===== config.mk =====
export PLATFORM = sky130hd
export DESIGN_NAME = mod_updown_counter_flat
export DESIGN_NICKNAME = d
export VERILOG_FILES = /design/src/rtl/mod_updown_counter_if.sv /design/src/rtl/mod_updown_counter.sv /design/src/flat_wrapper.sv
export SDC_FILE = /design/constraint.sdc
export NUM_CORES = 1
export LEC_CHECK = 0
export BUFFER_PORTS_ARGS = -buffer_cell sky130_fd_sc_hd__buf_2
export CORE_UTILIZATION = 56
export CTS_CLUSTER_DIAMETER = 150
export DETAILED_ROUTE_END_ITERATION = 8
export GPL_TIMING_DRIVEN = 0
export PLACE_DENSITY = 0.85
export SYNTH_ARGS = -nofsm -noshare
export SYNTH_HDL_FRONTEND = slang
export SYNTH_SLANG_ARGS = --single-unit

===== constraint.sdc =====
create_clock -name clk -period 5.39 [get_ports clk]
set_input_delay 1.617 -clock clk [delete_from_list [all_inputs] [get_ports clk]]
set_output_delay 1.617 -clock clk [all_outputs]
set_load 0.02 [all_outputs]

===== src/rtl/mod_updown_counter_if.sv =====
// Control and status bundle for mod_updown_counter.
// The master drives the controls and limit; the slave (the counter) returns count and flags.
interface mod_updown_counter_if #(
    parameter int unsigned WIDTH = 8
);
    logic             start;
    logic             stop;
    logic             en;
    logic             up_dn;
    logic             oneshot;
    logic             load;
    logic [WIDTH-1:0] load_val;
    logic [WIDTH-1:0] limit;
    logic [WIDTH-1:0] count;
    logic             tc;
    logic             wrap;
    logic             busy;
    logic             done;

    modport master (
        output start, stop, en, up_dn, oneshot, load, load_val, limit,
        input  count, tc, wrap, busy, done
    );

    modport slave (
        input  start, stop, en, up_dn, oneshot, load, load_val, limit,
        output count, tc, wrap, busy, done
    );
endinterface


===== src/rtl/mod_updown_counter.sv =====
// Modulo (0..limit) up/down counter with IDLE/RUN/DONE control FSM and one-shot mode.
// Define MOD_UPDOWN_COUNTER_DOWN_EN to make up_dn functional; otherwise the counter is up-only.
module mod_updown_counter #(
    parameter int unsigned WIDTH        = 8,
    parameter bit          RUN_ON_RESET = 1'b0
) (
    input logic                 clk,
    input logic                 reset,
    mod_updown_counter_if.slave bus
);

    typedef enum logic [1:0] {
        StIdle,
        StRun,
        StDone
    } state_e;

    localparam state_e ResetState = RUN_ON_RESET ? StRun : StIdle;

    state_e           state_q, state_d;
    logic [WIDTH-1:0] count_q, count_d;
    logic             wrap_q, wrap_d;

    logic             dir_up;
    logic             at_top;
    logic             at_zero;
    logic [WIDTH-1:0] load_clamped;

`ifdef MOD_UPDOWN_COUNTER_DOWN_EN
    assign dir_up = bus.up_dn;
`else
    logic unused_up_dn;
    assign unused_up_dn = bus.up_dn;
    assign dir_up       = 1'b1;
`endif

    // at_top also covers count above a lowered limit
    assign at_top       = (count_q >= bus.limit);
    assign at_zero      = (count_q == '0);
    assign load_clamped = (bus.load_val > bus.limit) ? bus.limit : bus.load_val;

    always_comb begin
        state_d = state_q;
        count_d = count_q;
        wrap_d  = 1'b0;
        if (bus.stop) begin
            state_d = StIdle;
        end else if (bus.start) begin
            count_d = dir_up ? '0 : bus.limit;
            state_d = StRun;
        end else if (bus.load) begin
            count_d = load_clamped;
        end else if ((state_q == StRun) && bus.en) begin
            if (dir_up) begin
                if (at_top) begin
                    wrap_d = 1'b1;
                    if (bus.oneshot) begin
                        count_d = bus.limit;
                        state_d = StDone;
                    end else begin
                        count_d = '0;
                    end
                end else begin
                    count_d = count_q + WIDTH'(1);
                end
            end else begin
                if (at_zero) begin
                    wrap_d = 1'b1;
                    if (bus.oneshot) begin
                        state_d = StDone;
                    end else begin
                        count_d = bus.limit;
                    end
                end else if (count_q > bus.limit) begin
                    // Out-of-range count snaps back into range without a wrap pulse
                    count_d = bus.limit;
                end else begin
                    count_d = count_q - WIDTH'(1);
                end
            end
        end
    end

    always_ff @(posedge clk or posedge reset) begin
        if (reset) begin
            state_q <= ResetState;
            count_q <= '0;
            wrap_q  <= 1'b0;
        end else begin
            state_q <= state_d;
            count_q <= count_d;
            wrap_q  <= wrap_d;
        end
    end

    assign bus.count = count_q;
    assign bus.wrap  = wrap_q;
    assign bus.busy  = (state_q == StRun);
    assign bus.done  = (state_q == StDone);
    assign bus.tc    = dir_up ? at_top : at_zero;

endmodule


===== src/flat_wrapper.sv =====
// flat-port wrapper written by rule: the top's interface ports become plain ports
module mod_updown_counter_flat 
#(
    parameter int unsigned WIDTH        = 8,
    parameter bit          RUN_ON_RESET = 1'b0
)
  (clk, reset, bus_start, bus_stop, bus_en, bus_up_dn, bus_oneshot, bus_load, bus_load_val, bus_limit, bus_count, bus_tc, bus_wrap, bus_busy, bus_done);
  mod_updown_counter_if #(.WIDTH(WIDTH)) bus_i ();
  input logic clk;
  input logic reset;
  input wire logic [$bits(bus_i.start)-1:0] bus_start;
  input wire logic [$bits(bus_i.stop)-1:0] bus_stop;
  input wire logic [$bits(bus_i.en)-1:0] bus_en;
  input wire logic [$bits(bus_i.up_dn)-1:0] bus_up_dn;
  input wire logic [$bits(bus_i.oneshot)-1:0] bus_oneshot;
  input wire logic [$bits(bus_i.load)-1:0] bus_load;
  input wire logic [$bits(bus_i.load_val)-1:0] bus_load_val;
  input wire logic [$bits(bus_i.limit)-1:0] bus_limit;
  output wire logic [$bits(bus_i.count)-1:0] bus_count;
  output wire logic [$bits(bus_i.tc)-1:0] bus_tc;
  output wire logic [$bits(bus_i.wrap)-1:0] bus_wrap;
  output wire logic [$bits(bus_i.busy)-1:0] bus_busy;
  output wire logic [$bits(bus_i.done)-1:0] bus_done;
  assign bus_i.start = bus_start;
  assign bus_i.stop = bus_stop;
  assign bus_i.en = bus_en;
  assign bus_i.up_dn = bus_up_dn;
  assign bus_i.oneshot = bus_oneshot;
  assign bus_i.load = bus_load;
  assign bus_i.load_val = bus_load_val;
  assign bus_i.limit = bus_limit;
  assign bus_count = bus_i.count;
  assign bus_tc = bus_i.tc;
  assign bus_wrap = bus_i.wrap;
  assign bus_busy = bus_i.busy;
  assign bus_done = bus_i.done;
  mod_updown_counter #(.WIDTH(WIDTH), .RUN_ON_RESET(RUN_ON_RESET)) u_core (.clk(clk), .reset(reset), .bus(bus_i));
endmodule

==> reports/results.ini <==
[status]
status=completed

[placement]
place_inst=207
portBuffers=33
total_half_perimeter_wirelength_after_legalization_and_detailed_placement_mm=2.655
gpl.final_weighted_congestion=0.9325
placedInstanceArea_um2=1515

[detailed_routing]
detailroute.via_count=1292
drt-initial-drc-count=40
drcViolationCount=0
route.detailed.vias_per_inst=6.123
detail-route-antenna-nets=0
drt_pre_antenna_iters=4
wire_per_inst_um=16.09
drt_wl_total_mm=3.394

[yosys]
synth.yosys.seq_area_share=0.2093
synthesis.nets=187
synthSimpleGateAreaFrac=0.2331
synth_enable_flop_cells=0
synth_area_leaders=sky130_fd_sc_hd__dfrtp_1 (21%), sky130_fd_sc_hd__ha_1 (16%), sky130_fd_sc_hd__mux2i_1 (5.3%)
synth_top_family_by_area=compound AO/OA/AOI/OAI gates
synth_top_flop_cell=sky130_fd_sc_hd__dfrtp_1
synth-async-reset-ratio=1.000
largest_area_contributor_in_the_netlist=sky130_fd_sc_hd__dfrtp_1
synth_area_per_cell_um2=9.007
synth-seq-cells=11
synthXorXnorAreaFrac=0.01998
area_share_of_fa_ha_maj_cells_after_synthesis=0.1618
mappedNetlistArea_um2=1315
netlist.area_leader.share=0.2093
gate_count_post_synth=146
yosys.cell_types.count=45
number_of_warnings_printed_during_yosys_synthesis=0
synthMuxAreaShare=0.05328
synth_compound_area_frac=0.2636

[power_and_ir_drop]
worst_ir_drop_vdd_mv=0.1062
leakage_nw=0.7923
sequential_cell_fraction_of_total_power=0.353
proportion_of_power_drawn_by_combinational_gates=0.442
internal_power_w=0.0001743
p_sw_frac=0.4033
cellPowerDensity_nw_per_um2=189.5
clkPwrFrac=0.204
netSwitchingPower_w=0.0001178

[clocking]
worst_setup_hold_path_clk_slew_ns=0.08
cts_max_path_buffers=2
worstSkewPairLatency_ns=0.27
root_buffer=sky130_fd_sc_hd__clkbuf_4
post_cts.repair.setup_buffers=0
num_cts_buffers=3
tritoncts_num_sinks=11
post_cts_hold_buffer_count=0
post_cts_resize_count=0
cts-htree-levels=1
tritoncts=yes

[finish]
final_cell_mix=sky130_fd_sc_hd__buf_2 (35), sky130_fd_sc_hd__ha_1 (17), sky130_fd_sc_hd__inv_1 (12)
n_antenna_cell=0
post-route-cell-area_um2=1541
filler_cell_count=189
final_cell_count_no_fill=211
layout-drive-gt1-share=0.3115
design.final.nets=225
final_common_cell=sky130_fd_sc_hd__buf_2
layout-area-overhead-vs-synth_pct=17.22
fin_util=0.6968

[worst_setup_path]
worst-setup-path-type=input pin to output port
critical_path_sink=bus_tc
beginning_of_the_worst_register_to_register_path=u_core.bus.count[0]
required_time_at_the_endpoint_of_the_critical_path_ns=3.77
critical_path.reg2reg.endpoint=u_core.bus.count[2]
ff2ff_path_depth=9
timing.reg2reg.setup_slack_ns=3.15
crit_path_start_kind=input pin
crit_path_end_kind=output port
startpoint=bus_limit[5]
worst-path-max-fanout=10
timing.critical_path.arrival_ns=3.13

[timing]
post-route-period-util=0.8810
setup_violation_total_in_the_final_timing_report=0
finalWorstPathRequiredPeriod_ns=4.749
slew-limit-headroom=0.6509
finalMaxSlewViolations=0
hold_violations=0
grt_setup_unrepaired=false
hold-worst-slack_ns=0.5421
setup_tns_ns=0
highest_clock_rate_ghz=0.2106
worst_slew_pin_slew_ns=0.5209
clock_skew_ns=0.002379

[global_routing]
global_route.usage.total=0.2902
first_global_vias=1246
global_route_wire_length_before_repair_mm=5.630
grt_overflow_total=0
antenna_found_initial=0
largest_net_degree_at_the_start_of_global_routing=12

[floorplanning]
floorplan.die.height_um=50.46
effective_utilization_at_floorplan=0.5945
number_of_core_rows=17
die_w_um=50.46
num_io_pins=36
design.die.area_um2=2546
core_um2=2212

[run]
cap_viol_max_count=0

[hold_path]
worstHoldPathType=register to register

layer usage:
metal	wire, µm	global-route usage
met1	1467	0.3907
met2	1650	0.4600
met3	198	0.02121
met4	77	0.1528
met5	0	0
cell usage after synthesis (all sizes together) (2+ instances only):
library cell,n
nor2b,3
buf,4
nand3,5
o21ai,11
a211oi,3
nand4,5
and3,5
a221oi,3
o211ai,5
ha,17
nand2b,2
and2,2
a32oi,2
inv,12
o21a,2
a2111oi,2
nor3,6
a21oi,6
dfrtp,11
xor2,2
nand2,9
a21boi,2
mux2i,7
o31ai,2
nor2,7
layout make-up:
| type | count | area [µm²] | area share |
|---|---|---|---|
| well taps | 28 | 35.03 | 0.02273 |
| clock buffers | 4 | 26.28 | 0.01705 |
| repair buffers | 33 | 165.2 | 0.1071 |
| multi-input cells | 119 | 962.2 | 0.6242 |
| plain buffers | 4 | 32.53 | 0.02110 |
| flip-flops and latches | 11 | 275.3 | 0.1786 |
| inverters | 12 | 45.04 | 0.02922 |
kinds of logic (layout without fill, tap and decap cells):
family          count (synthesis)  count (layout)
simple gates                   50              50
compound gates                 42              42
fa+ha+maj                      17              17
buf+inv                        16              53
flops                          11              11
mux                             7               7
xor+xnor                        3               3
metrics by stage:
step / worst slack, ns / power [W]
after floorplan: 1.036 / 0.0001922
after global placement: 0.6985 / 0.0002268
after detailed placement: 0.6485 / 0.0002323
after CTS: 0.6457 / 0.0002905
after global routing: 0.5664 / 0.0003068
final: 0.6414 / 0.0002921
power groups by stage:
stage                     Sequential [W]  Combinational, W   Clock, W
after floorplan                 0.000109         0.0000835          0
after global placement          0.000104          0.000123          0
after detailed placement        0.000104          0.000128          0
after CTS                       0.000103          0.000129  0.0000590
after global routing            0.000105          0.000141  0.0000612
final                           0.000103          0.000129  0.0000597
worst min-delay path by stage:
stage | cells past startpoint | startpoint | to | slack [ns]
after CTS | 1 | u_core.state_q[1] | u_core.state_q[1] | 0.55
after detailed placement | 1 | u_core.state_q[1] | u_core.state_q[1] | 0.53
after global routing | 1 | u_core.state_q[1] | u_core.state_q[1] | 0.57
final | 1 | u_core.state_q[1] | u_core.state_q[1] | 0.54
after global placement | 1 | u_core.state_q[1] | u_core.state_q[1] | 0.51
after floorplan | 1 | u_core.state_q[1] | u_core.state_q[1] | 0.48
worst max-delay path, cell delays in order:
cell and delay, ns:
sky130_fd_sc_hd__buf_2 0.11, sky130_fd_sc_hd__inv_1 0.07, sky130_fd_sc_hd__ha_1 0.31, sky130_fd_sc_hd__nand4_1 0.13
sky130_fd_sc_hd__o31ai_2 0.37, sky130_fd_sc_hd__buf_6 0.20, sky130_fd_sc_hd__buf_6 0.15, sky130_fd_sc_hd__buf_2 0.17
state kept, by name, summed over array words and instances, names as in the netlist:
signal and cells:
u_core.bus.count 8, u_core.state_q 2, u_core.bus.wrap 1
Note: power is estimated with default switching activity, not from simulation.
